**src/rtl/vram_arbiter.sv**
```systemverilog
// vram_arbiter: shares one single-port synchronous VRAM between the video
// fetch port and the CPU. Even clk slots belong to video, odd slots to the CPU.
// CPU writes are posted through a small FIFO. A CPU read first waits for that
// FIFO to drain, so reads always see every earlier write.
//
// state    | meaning
// ---------+-----------------------------------------------------------
// IDLE     | no read in progress, posted writes may be accepted
// DRAIN    | read pending, waiting for FIFO empty and a CPU slot next
// RD_ISSUE | CPU slot carrying the read address to the VRAM
// RD_CAPT  | video slot in which the read data returns and is captured
module vram_arbiter #(
    parameter int ADDR_W     = 15,
    parameter int DATA_W     = 8,
    parameter int FIFO_DEPTH = 4
) (
    input  logic              clk,
    input  logic              rst_n,
    input  logic [ADDR_W-1:0] vid_add,
    output logic [DATA_W-1:0] vid_data,
    output logic              vid_phase,
    input  logic              cpu_req,
    input  logic              cpu_we,
    input  logic [ADDR_W-1:0] cpu_add,
    input  logic [DATA_W-1:0] cpu_wdata,
    output logic              cpu_ack,
    output logic [DATA_W-1:0] cpu_rdata,
    output logic [ADDR_W-1:0] ram_add,
    output logic              ram_we,
    output logic [DATA_W-1:0] ram_wdata,
    input  logic [DATA_W-1:0] ram_rdata
);

    localparam int PTR_W = $clog2(FIFO_DEPTH);
    localparam int CNT_W = PTR_W + 1;
    localparam logic [CNT_W-1:0] FULL_CNT = CNT_W'(FIFO_DEPTH);

    typedef enum logic [1:0] {IDLE, DRAIN, RD_ISSUE, RD_CAPT} state_t;

    state_t            state;
    logic [ADDR_W-1:0] fifo_add  [FIFO_DEPTH];
    logic [DATA_W-1:0] fifo_data [FIFO_DEPTH];
    logic [PTR_W-1:0]  wr_ptr;
    logic [PTR_W-1:0]  rd_ptr;
    logic [CNT_W-1:0]  count;
    logic              full;
    logic              empty;
    logic              push;
    logic              pop;

    assign full  = (count == FULL_CNT);
    assign empty = (count == '0);

    // Full is judged on the pre-pop count, so a full FIFO refuses a push even when it pops.
    assign push = cpu_req & cpu_we & ~full & ~cpu_ack & (state == IDLE);
    // The FIFO head owns every CPU slot except the one carrying a read address.
    assign pop  = vid_phase & ~empty & (state != RD_ISSUE);

    // Slot owner drives the VRAM port; ram_we is purely decoded so reset kills it at once.
    always_comb begin
        ram_add   = vid_add;
        ram_we    = 1'b0;
        ram_wdata = fifo_data[rd_ptr];
        if (vid_phase) begin
            if (state == RD_ISSUE) begin
                ram_add = cpu_add;
            end else if (!empty) begin
                ram_add = fifo_add[rd_ptr];
                ram_we  = 1'b1;
            end
        end
    end

    // Slot phase toggles every clk.
    always_ff @(posedge clk or negedge rst_n) begin
        if (!rst_n) begin
            vid_phase <= 1'b0;
        end else begin
            vid_phase <= ~vid_phase;
        end
    end

    // Video data is captured only at the edge closing a CPU slot (read data for the prior video slot).
    always_ff @(posedge clk or negedge rst_n) begin
        if (!rst_n) begin
            vid_data <= '0;
        end else if (vid_phase) begin
            vid_data <= ram_rdata;
        end
    end

    // FIFO storage; stale contents are harmless because the pointers and count reset.
    always_ff @(posedge clk) begin
        if (push) begin
            fifo_add[wr_ptr]  <= cpu_add;
            fifo_data[wr_ptr] <= cpu_wdata;
        end
    end

    // FIFO pointers and occupancy; pointers wrap naturally at the power-of-two depth.
    always_ff @(posedge clk or negedge rst_n) begin
        if (!rst_n) begin
            wr_ptr <= '0;
            rd_ptr <= '0;
            count  <= '0;
        end else begin
            if (push) wr_ptr <= wr_ptr + 1'b1;
            if (pop)  rd_ptr <= rd_ptr + 1'b1;
            case ({push, pop})
                2'b10:   count <= count + 1'b1;
                2'b01:   count <= count - 1'b1;
                default: count <= count;
            endcase
        end
    end

    // Read sequencer plus the registered CPU handshake outputs.
    always_ff @(posedge clk or negedge rst_n) begin
        if (!rst_n) begin
            state     <= IDLE;
            cpu_ack   <= 1'b0;
            cpu_rdata <= '0;
        end else begin
            cpu_ack <= push;
            case (state)
                IDLE: begin
                    if (cpu_req && !cpu_we && !cpu_ack) state <= DRAIN;
                end
                DRAIN: begin
                    if (empty && !vid_phase) state <= RD_ISSUE;
                end
                RD_ISSUE: begin
                    state <= RD_CAPT;
                end
                RD_CAPT: begin
                    cpu_rdata <= ram_rdata;
                    cpu_ack   <= 1'b1;
                    state     <= IDLE;
                end
                default: state <= IDLE;
            endcase
        end
    end

endmodule

```
**config.mk**
```make
export PLATFORM = sky130hd
export DESIGN_NAME = vram_arbiter
export DESIGN_NICKNAME = d
export VERILOG_FILES = /design/src/rtl/vram_arbiter.sv
export SDC_FILE = /design/constraint.sdc
export NUM_CORES = 1
export LEC_CHECK = 0
export ABC_AREA = 1
export BUFFER_PORTS_ARGS = -buffer_cell sky130_fd_sc_hd__buf_2
export CORE_UTILIZATION = 30
export CTS_BUF_LIST = sky130_fd_sc_hd__clkbuf_16
export DETAILED_ROUTE_END_ITERATION = 10
export HOLD_SLACK_MARGIN = 0.1
export PLACE_DENSITY = 0.5
export SYNTH_ARGS = -nofsm -noshare
export SYNTH_HDL_FRONTEND = slang
export SYNTH_SLANG_ARGS = --single-unit
export TNS_END_PERCENT = 30
```
**constraint.sdc**
```tcl
create_clock -name clk -period 2.47 [get_ports clk]
set_clock_uncertainty 0.1 [all_clocks]
set_input_delay 0.1235 -clock clk [delete_from_list [all_inputs] [get_ports clk]]
set_output_delay 0.1235 -clock clk [all_outputs]
set_load 0.1 [all_outputs]
```
==> flow_summary.json <==
{
  "root_buffer": "clkbuf_16",
  "grt_pass1_vias": 4129,
  "synth_seq_cells": 119,
  "slew_viol_final": 0,
  "cp-start-kind": "register",
  "cap_violations": 0,
  "num_vias": 4155,
  "antenna_cells_inserted": 0,
  "syn_area_per_cell_um2": 10.3,
  "cts_buffers": 17,
  "maxSlewHeadroom_pct": 58.0,
  "core_area_um2": 17900,
  "grt_max_degree": 48,
  "synth_warnings": 0,
  "htree_levels": 4,
  "crit_fanout": 23,
  "grt.total_usage_pct": 15.9,
  "gp_congestion": 0.696,
  "synth_cell_types": 31,
  "period_share_pct": 96.7,
  "clkSinkCount": 119,
  "antenna_found_initial": 1,
  "place_ws_ns": 0.285,
  "setup_viol": 0,
  "vias_per_cell": 4.58,
  "synthCells": 532,
  "port_buffers": 91,
  "fp-row-count": 49,
  "dr.pass1.iters": 4,
  "cts_buffer_depth": 2,
  "ios": 92,
  "area_delta_synth_final_pct": 32.7,
  "cp_data_required_time_ns": 2.25,
  "routed_wl_um": 13800,
  "placedCellCount": 841,
  "min_path_type": "input pin to asynchronous set/reset pin",
  "rsz0062_at_grt": "yes",
  "setup_ws_ns": 0.0810,
  "grt.overflow.total": 0,
  "fmax_mhz": 419,
  "die_y_um": 137,
  "fin_util_pct": 40.5,
  "drive_above_1_share_pct": 24.8,
  "yosysTopAreaCell": "edfxtp_1",
  "layout_common_cells": "nand2_1 (180), edfxtp_1 (92), buf_2 (75)",
  "yosysSeqAreaShare_pct": 62.9,
  "fin_nets": 726,
  "wire_per_inst_um": 15.2,
  "antenna_left": 0,
  "clkTransAtPathRegs_ns": 0.06,
  "path_class": "register to primary output",
  "synth.cell_area_um2": 5470,
  "cts_setup_buffers": 0,
  "critPathCaptureType": "primary output",
  "drc": 0,
  "die-width_um": 137,
  "fin_cells": 907,
  "grt_pass1_wl_um": 22000,
  "synth.top_cell.area_share_pct": 50.5,
  "r2r_setup_slack_ns": 0.28,
  "clk_latency_ns": 0.41,
  "cts_tree": "built",
  "dieArea_um2": 18800,
  "hpwl_um": 8560,
  "syn_nets": 593,
  "synthTopCellsByArea": "edfxtp_1 (51%), dfrtp_1 (12%), nand2_1 (12%)",
  "cp.arrival_ns": 2.17,
  "drt_iter0_drc": 245,
  "tightest_slew_ns": 0.630,
  "period_minus_slack_ns": 2.39,
  "hold_viol_final": 0,
  "final_common_cell": "nand2_1",
  "outcome": "finished, final reports clean",
  "initial_core_util_pct": 30.5
}
==> flip-flops by register name, indices dropped and copies added (netlist names) <==
register,count
fifo_data,32
rd_ptr,2
wr_ptr,2
vid_data,8
cpu_rdata,8
fifo_add,60
cpu_ack,1
vid_phase,1
count,3
state,2
==> synthesized netlist by cell type <==
cell type / count
a21oi_1: 19
a21oi_2: 11
buf_2: 7
buf_4: 3
buf_6: 10
clkbuf_1: 6
clkbuf_2: 1
clkinv_1: 1
clkinv_2: 1
dfrtp_1: 27
edfxtp_1: 92
fa_1: 1
ha_1: 10
inv_1: 35
inv_2: 4
nand2_1: 180
nand2_4: 1
nand3_1: 33
nand3_2: 2
nand3b_1: 14
nor2_1: 38
nor2_2: 1
nor2_4: 1
o21ai_0: 15
o21ai_1: 4
o21ai_2: 1
o22ai_1: 8
o31ai_1: 1
or2_2: 1
xnor2_1: 1
xor2_1: 3
==> worst max-delay path, stage by stage (launching register included) <==
cell	delay [ns]
dfrtp_1	0.49
inv_2	0.43
o21ai_0	0.17
o22ai_1	0.18
buf_2	0.46
==> timing repair <==
item	CTS	global route
gates resized for setup	1	17
hold buffers	34	0
endpoints found under the hold margin	137	0
endpoints found under the setup margin	1	19
==> final timing paths <==
| kind | from | end | depth (start not counted) |
|---|---|---|---|
| worst max-delay path | rd_ptr[1]$_DFFE_PN0P_ | ram_wdata[2] | 4 |
| worst min-delay path | rst_n | cpu_rdata[2]$_DFFE_PN0P_ | 2 |
| worst max register to register | state[0]$_DFFE_PN0P_ | count[2]$_DFFE_PN0P_ | 11 |
| worst min register to register | vid_data[5]$_DFFE_PN0P_ | vid_data[5]$_DFFE_PN0P_ | 2 |
| max in group asynchronous | rst_n | count[1]$_DFFE_PN0P_ | 2 |
| min in group clk | cpu_req | cpu_ack$_DFF_PN0_ | 6 |
==> cells by family (layout without fill, tap and decap cells) <==
kind of cell	after synthesis	in the layout	share of synthesized area, %
compound gates	59	59	6.45
xor+xnor	4	4	0.641
fa+ha+maj	11	11	2.65
buf+inv	68	214	6.45
flops	119	119	62.9
simple gates	271	271	20.9
==> cell type report <==
class / instances / area (um^2)
clock inverter: 15 / 166
fill: 1742 / 10600
timing repair buffer: 141 / 1010
clock buffer: 17 / 425
tap: 229 / 287
sequential: 119 / 3440
multi-input combinational: 345 / 1780
inverter: 41 / 155
==> metal layers <==
metal | GRT usage (%) | part of all wire [%] | vias up | routed length [um]
met2 | 25.4 | 46 | 100 | 6410
met1 | 20.7 | 47 | 2015 | 6480
met5 | 0 | 0 | - | 0
li1 | - | - | 2032 | -
met3 | 4.85 | 5.8 | 8 | 801
met4 | 4.58 | 0.88 | 0 | 122
==> through the flow <==
stage	area, um^2	setup TNS [ns]	hold WS (ns)
final	7260	0	0.176
after global routing	7260	-0.172	0.212
after CTS	7230	0	0.177
after detailed placement	6290	0	0.0825
after global placement	6290	0	0.0733
after floorplan	5560	-10.70	-0.272
Power is not shown: default switching activity piles up to over one toggle a cycle in this logic, so the estimate is an artifact.
